**config.mk**
```make
export PLATFORM = sky130hd
export DESIGN_NAME = latch_mem_write_ctrl
export DESIGN_NICKNAME = d
export VERILOG_FILES = /design/src/rtl/latch_mem_pkg.sv /design/src/rtl/wwl_decode.sv /design/src/rtl/latch_mem_write_ctrl.sv
export SDC_FILE = /design/constraint.sdc
export NUM_CORES = 1
export LEC_CHECK = 0
export CAP_MARGIN = 5
export CORE_MARGIN = 2
export CORE_UTILIZATION = 51
export DETAILED_ROUTE_END_ITERATION = 6
export PLACE_DENSITY = 0.82
export SLEW_MARGIN = 30
export SYNTH_ARGS = -nofsm -noshare
export SYNTH_HDL_FRONTEND = slang
export SYNTH_SLANG_ARGS = --single-unit
```
**constraint.sdc**
```tcl
create_clock -name clk -period 3.7 [get_ports clk]
set_input_delay 0.74 -clock clk [delete_from_list [all_inputs] [get_ports clk]]
set_output_delay 0.74 -clock clk [all_outputs]
set_load 0.005 [all_outputs]
```
**src/rtl/latch_mem_pkg.sv**
```systemverilog
// ---------------------------------------------------------------------------
// latch_mem_pkg : shared defaults and write-FSM state type for the latch column
// Rev 1.0
// ---------------------------------------------------------------------------
`default_nettype none

package latch_mem_pkg;

  localparam int c_depth_default = 16;
  localparam int c_aw_default    = 4;

  typedef enum logic [1:0] {
    IDLE  = 2'd0,
    SETUP = 2'd1,
    PULSE = 2'd2,
    HOLD  = 2'd3
  } wr_state_t;

  function automatic int max3(input int a, input int b, input int c);
    int m;
    m = (a > b) ? a : b;
    return (m > c) ? m : c;
  endfunction

endpackage

`default_nettype wire

```
**src/rtl/wwl_decode.sv**
```systemverilog
// ---------------------------------------------------------------------------
// wwl_decode : address to one-hot write-word-line decoder with range flag
// Rev 1.0
// ---------------------------------------------------------------------------
`default_nettype none

module wwl_decode
  import latch_mem_pkg::*;
#(
  parameter int DEPTH = c_depth_default,
  parameter int AW    = c_aw_default
) (
  input  logic [AW-1:0]    addr,
  input  logic             en,
  output logic [DEPTH-1:0] wwl,
  output logic             in_range
);

  assign in_range = ({1'b0, addr} < (AW+1)'(DEPTH));

  generate
    for (genvar i = 0; i < DEPTH; i++) begin : g_dec
      assign wwl[i] = en & (addr == AW'(i));
    end
  endgenerate

endmodule

`default_nettype wire

```
**src/rtl/latch_mem_write_ctrl.sv**
```systemverilog
// ---------------------------------------------------------------------------
// latch_mem_write_ctrl : sequences data setup, one-hot WWL pulse and hold
// Rev 1.0
// ---------------------------------------------------------------------------
`default_nettype none

module latch_mem_write_ctrl
  import latch_mem_pkg::*;
#(
  parameter int DEPTH     = c_depth_default,
  parameter int AW        = $clog2(DEPTH),
  parameter int WIDTH     = 1,
  parameter int SETUP_CYC = 1,
  parameter int PULSE_CYC = 1,
  parameter int HOLD_CYC  = 1
) (
  input  logic             clk,
  input  logic             rst,
  input  logic             wr_valid,
  output logic             wr_ready,
  input  logic [AW-1:0]    wr_addr,
  input  logic [WIDTH-1:0] wr_data,
  output logic [WIDTH-1:0] wdata,
  output logic [DEPTH-1:0] wwl,
  output logic             wr_done,
  output logic             wr_err
);

  localparam int c_cnt_w = $clog2(max3(SETUP_CYC, PULSE_CYC, HOLD_CYC) + 1);
  localparam logic [c_cnt_w-1:0] c_setup_ld = c_cnt_w'(SETUP_CYC - 1);
  localparam logic [c_cnt_w-1:0] c_pulse_ld = c_cnt_w'(PULSE_CYC - 1);
  localparam logic [c_cnt_w-1:0] c_hold_ld  = c_cnt_w'(HOLD_CYC - 1);

  wr_state_t          r_state, w_state_n;
  logic [c_cnt_w-1:0] r_cnt, w_cnt_n;
  logic [AW-1:0]      r_addr;
  logic [AW-1:0]      w_dec_addr;
  logic [DEPTH-1:0]   w_dec_wwl;
  logic               w_in_range;
  logic               w_accept;
  logic               w_cnt_zero;

  assign wr_ready   = (r_state == IDLE) & ~rst;
  assign w_accept   = wr_valid & (r_state == IDLE);
  assign w_cnt_zero = (r_cnt == '0);

  // In IDLE the decoder only judges the incoming address; later it drives the captured one.
  assign w_dec_addr = (r_state == IDLE) ? wr_addr : r_addr;

  wwl_decode #(
    .DEPTH (DEPTH),
    .AW    (AW)
  ) u_wwl_decode (
    .addr     (w_dec_addr),
    .en       (w_state_n == PULSE),
    .wwl      (w_dec_wwl),
    .in_range (w_in_range)
  );

  always_comb begin
    w_state_n = r_state;
    w_cnt_n   = r_cnt;
    case (r_state)
      IDLE: begin
        if (w_accept && w_in_range) begin
          w_state_n = SETUP;
          w_cnt_n   = c_setup_ld;
        end
      end
      SETUP: begin
        if (w_cnt_zero) begin
          w_state_n = PULSE;
          w_cnt_n   = c_pulse_ld;
        end else begin
          w_cnt_n = r_cnt - c_cnt_w'(1);
        end
      end
      PULSE: begin
        if (w_cnt_zero) begin
          w_state_n = HOLD;
          w_cnt_n   = c_hold_ld;
        end else begin
          w_cnt_n = r_cnt - c_cnt_w'(1);
        end
      end
      HOLD: begin
        if (w_cnt_zero) begin
          w_state_n = IDLE;
          w_cnt_n   = '0;
        end else begin
          w_cnt_n = r_cnt - c_cnt_w'(1);
        end
      end
      default: begin
        w_state_n = IDLE;
        w_cnt_n   = '0;
      end
    endcase
  end

  always_ff @(posedge clk or posedge rst) begin
    if (rst) begin
      r_state <= IDLE;
      r_cnt   <= '0;
      r_addr  <= '0;
      wwl     <= '0;
      wdata   <= '0;
      wr_done <= 1'b0;
      wr_err  <= 1'b0;
    end else begin
      r_state <= w_state_n;
      r_cnt   <= w_cnt_n;
      wwl     <= w_dec_wwl;
      wr_done <= (r_state == HOLD) && w_cnt_zero;
      wr_err  <= w_accept && !w_in_range;
      if (w_accept && w_in_range) begin
        r_addr <= wr_addr;
        wdata  <= wr_data;
      end
    end
  end

endmodule

`default_nettype wire

```
==> reports/metrics.cfg <==
[worst_setup_path]
cp-end-kind=primary output
reg2reg_depth=4
crit_path_max_fanout=26
worst_setup_path_start_kind=flip-flop
endpoint=wr_ready
crit_path_start=r_state[0]
regToRegSetupSlack_ns=1.67
worstPathRequired_ns=2.96
r2r-end=r_addr[0]
reg2reg_from=r_state[0]
worst_ep_arrival_time_ns=2.19
crit_type=flip-flop to primary output

[yosys]
seq_area_frac_synth=0.522
async_flop_share=1.00
syn_avg_cell_area_um2=13.1
dominantRegCellSynth=dfrtp_1
synth_top_area_cell=dfrtp_1
syn_area_mm2=0.00115
synth_common_cells=dfrtp_1 (24), a22oi_1 (15), nand3b_1 (6), ha_1 (5), mux2_1 (5)
yosysMostFrequentCell=dfrtp_1
ys_warn_count=0
synth_area_leaders=dfrtp_1 (52%), a22oi_1 (9.8%), ha_1 (5.4%)
syn_inst=88
ys_types=26
yosysTopAreaCellShare=0.522
synth-seq-cells=24
synth_nets=101
synth_edf_count=0

[finish]
areaGrowthSynthToFinish_pct=23.9
antenna_cells=0
nets=126
n_fill_cell=181
drive_gt1_frac=0.0625
final_area_mm2=0.00143

[routing]
ant_nets=0
route.detailed.drc=0
dr.pass1.iters=4
vias_per_cell=5.74
totalWireLength_um=1950
vias=803
wl_per_cell_um=14.0
dr.first_iter.drc_count=16

[placed_design]
dpl-instance-area_mm2=0.00139
place_congestion=0.772
place_ws_ns=1.12
dp_hpwl_um=1410
io_buffer_count=26

[power]
combPwrFrac=0.393
pwr-share-seq=0.451
power_switching_mw=0.288
clockPowerShare=0.155
p_per_area_mw_per_mm2=586
peakVddDrop_mv=0.351
p_int_mw=0.547
p_leak_nw=0.585
swShare=0.345

[floorplan]
rows=17
ioPinCount=28
core-area_mm2=0.00217
die_h_um=51.5
dieWidth_um=51.5
die_area_mm2=0.00265
start_util=0.530

[cts]
post_cts_buffers=0
ctsRootBufferMaster=clkbuf_4
clk_pin_slew_worst_paths_ns=0.12
postCtsResizedCells=0
numCtsBuffers=3
htree_levels=1
ctsLongestPathBuffers=2
clk_latency_ns=0.31
cts_tree=built
hold_buffers=0
cts.sinks=24

[run_status]
status=finished, final reports clean

[sta]
finClkSkew_ns=0.00813
setup_tns_ns=0
slew_violations=0
relSlewSlack=0.470
rsz0062_at_grt=no
min_period_ns=2.93
fin_ws_ns=0.765
worstMarginPinSlew_ns=0.790
fmax_mhz=341
post-route-period-util=0.793
hold_viol=0
setup_violations=0

[min_path]
hold_class=flip-flop to flip-flop

[run]
cap_violations=0

[global_routing]
grt_overflow=0
grt_pass1_wl_um=3170
grtUsageTotal=0.168
grt_max_degree=27
antenna_found_initial=0
first_global_vias=694

## layer usage
metal | part of all wire | vias up | global-route usage
li1 | - | 377 | -
met1 | 0.42 | 396 | 0.199
met2 | 0.50 | 26 | 0.278
met3 | 0.048 | 4 | 0.0292
met4 | 0.023 | 0 | 0.114
met5 | 0 | - | 0
## through the flow
| stage | hold WS, ns | std cells | utilization | power [mW] |
|---|---|---|---|---|
| global route | 0.553 | 140 | 0.657 | 0.897 |
| finish | 0.519 | 140 | 0.657 | 0.836 |
| CTS | 0.530 | 140 | 0.657 | 0.843 |
| global placement | 0.478 | 136 | 0.640 | 0.688 |
| detailed placement | 0.497 | 136 | 0.640 | 0.712 |
| floorplan | 0.489 | 88 | - | 0.627 |
## power by group through the flow
stage | sequential, mW | clock [mW] | combinational, mW
after global routing | 0.388 | 0.151 | 0.359
after CTS | 0.378 | 0.136 | 0.329
after detailed placement | 0.384 | 0 | 0.329
after floorplan | 0.372 | 0 | 0.255
after global placement | 0.376 | 0 | 0.311
final | 0.377 | 0.130 | 0.329
## kinds of logic (layout without fill, tap and decap cells)
| family | after synthesis | count (layout) | synth area share |
|---|---|---|---|
| buf+inv | 9 | 33 | 0.0588 |
| mux | 5 | 5 | 0.0490 |
| compound gates | 17 | 17 | 0.121 |
| fa+ha+maj | 5 | 5 | 0.0544 |
| flops | 24 | 24 | 0.522 |
| other cells | 1 | 1 | 0.00326 |
| simple gates | 27 | 27 | 0.192 |
## state kept, by name, indices dropped and copies added, names as in the netlist
signal,count
wwl,16
wdata,1
r_addr,4
wr_done,1
r_state,2
## how the worst min path moves through the flow
stage / from / end / cells past startpoint
final: wdata / wdata / 1
after global placement: wdata / wdata / 1
after floorplan: wdata / wdata / 1
after global routing: wdata / wdata / 1
after detailed placement: wdata / wdata / 1
after CTS: wdata / wdata / 1
## worst max-delay path, stage by stage, from the launching register on
cell             delay, ns
dfrtp_1               0.42
inv_1                 0.13
ha_1                  0.63
nor2b_1               0.21
clkdlybuf4s50_1       0.50
## area by class of cell
cell class | instances | area [um^2] | share of cell area
clock buffer | 4 | 36.3 | 0.0255
inverter | 3 | 11.3 | 0.00790
timing repair buffer | 26 | 260 | 0.183
sequential | 24 | 601 | 0.421
tap | 28 | 35.0 | 0.0246
multi-input combinational | 55 | 482 | 0.338
## layout by cell type (no fill, tap or decap)
| cell type | Yosys | layout |
|---|---|---|
| nand4bb_1 | 4 | 4 |
| nand3b_1 | 6 | 6 |
| nand3_1 | 2 | 2 |
| clkbuf_4 | 0 | 3 |
| ha_1 | 5 | 5 |
| nor2_1 | 1 | 1 |
| nor3_1 | 1 | 1 |
| inv_1 | 3 | 2 |
| nor2b_1 | 1 | 1 |
| nor3b_1 | 1 | 1 |
| or4b_1 | 1 | 1 |
| conb_1 | 1 | 1 |
| nand2_1 | 1 | 1 |
| dfrtp_1 | 24 | 24 |
| clkinv_1 | 0 | 1 |
| a31oi_1 | 1 | 1 |
| or4b_4 | 1 | 1 |
| or3b_1 | 3 | 3 |
| nand4b_1 | 3 | 3 |
| clkdlybuf4s50_1 | 0 | 26 |
| clkbuf_8 | 0 | 1 |
| nand4_1 | 1 | 1 |
| a22oi_1 | 15 | 15 |
| o2bb2a_4 | 1 | 1 |
| mux2_1 | 5 | 5 |
| or3b_4 | 1 | 1 |
Note: power is estimated with default switching activity, not from simulation.
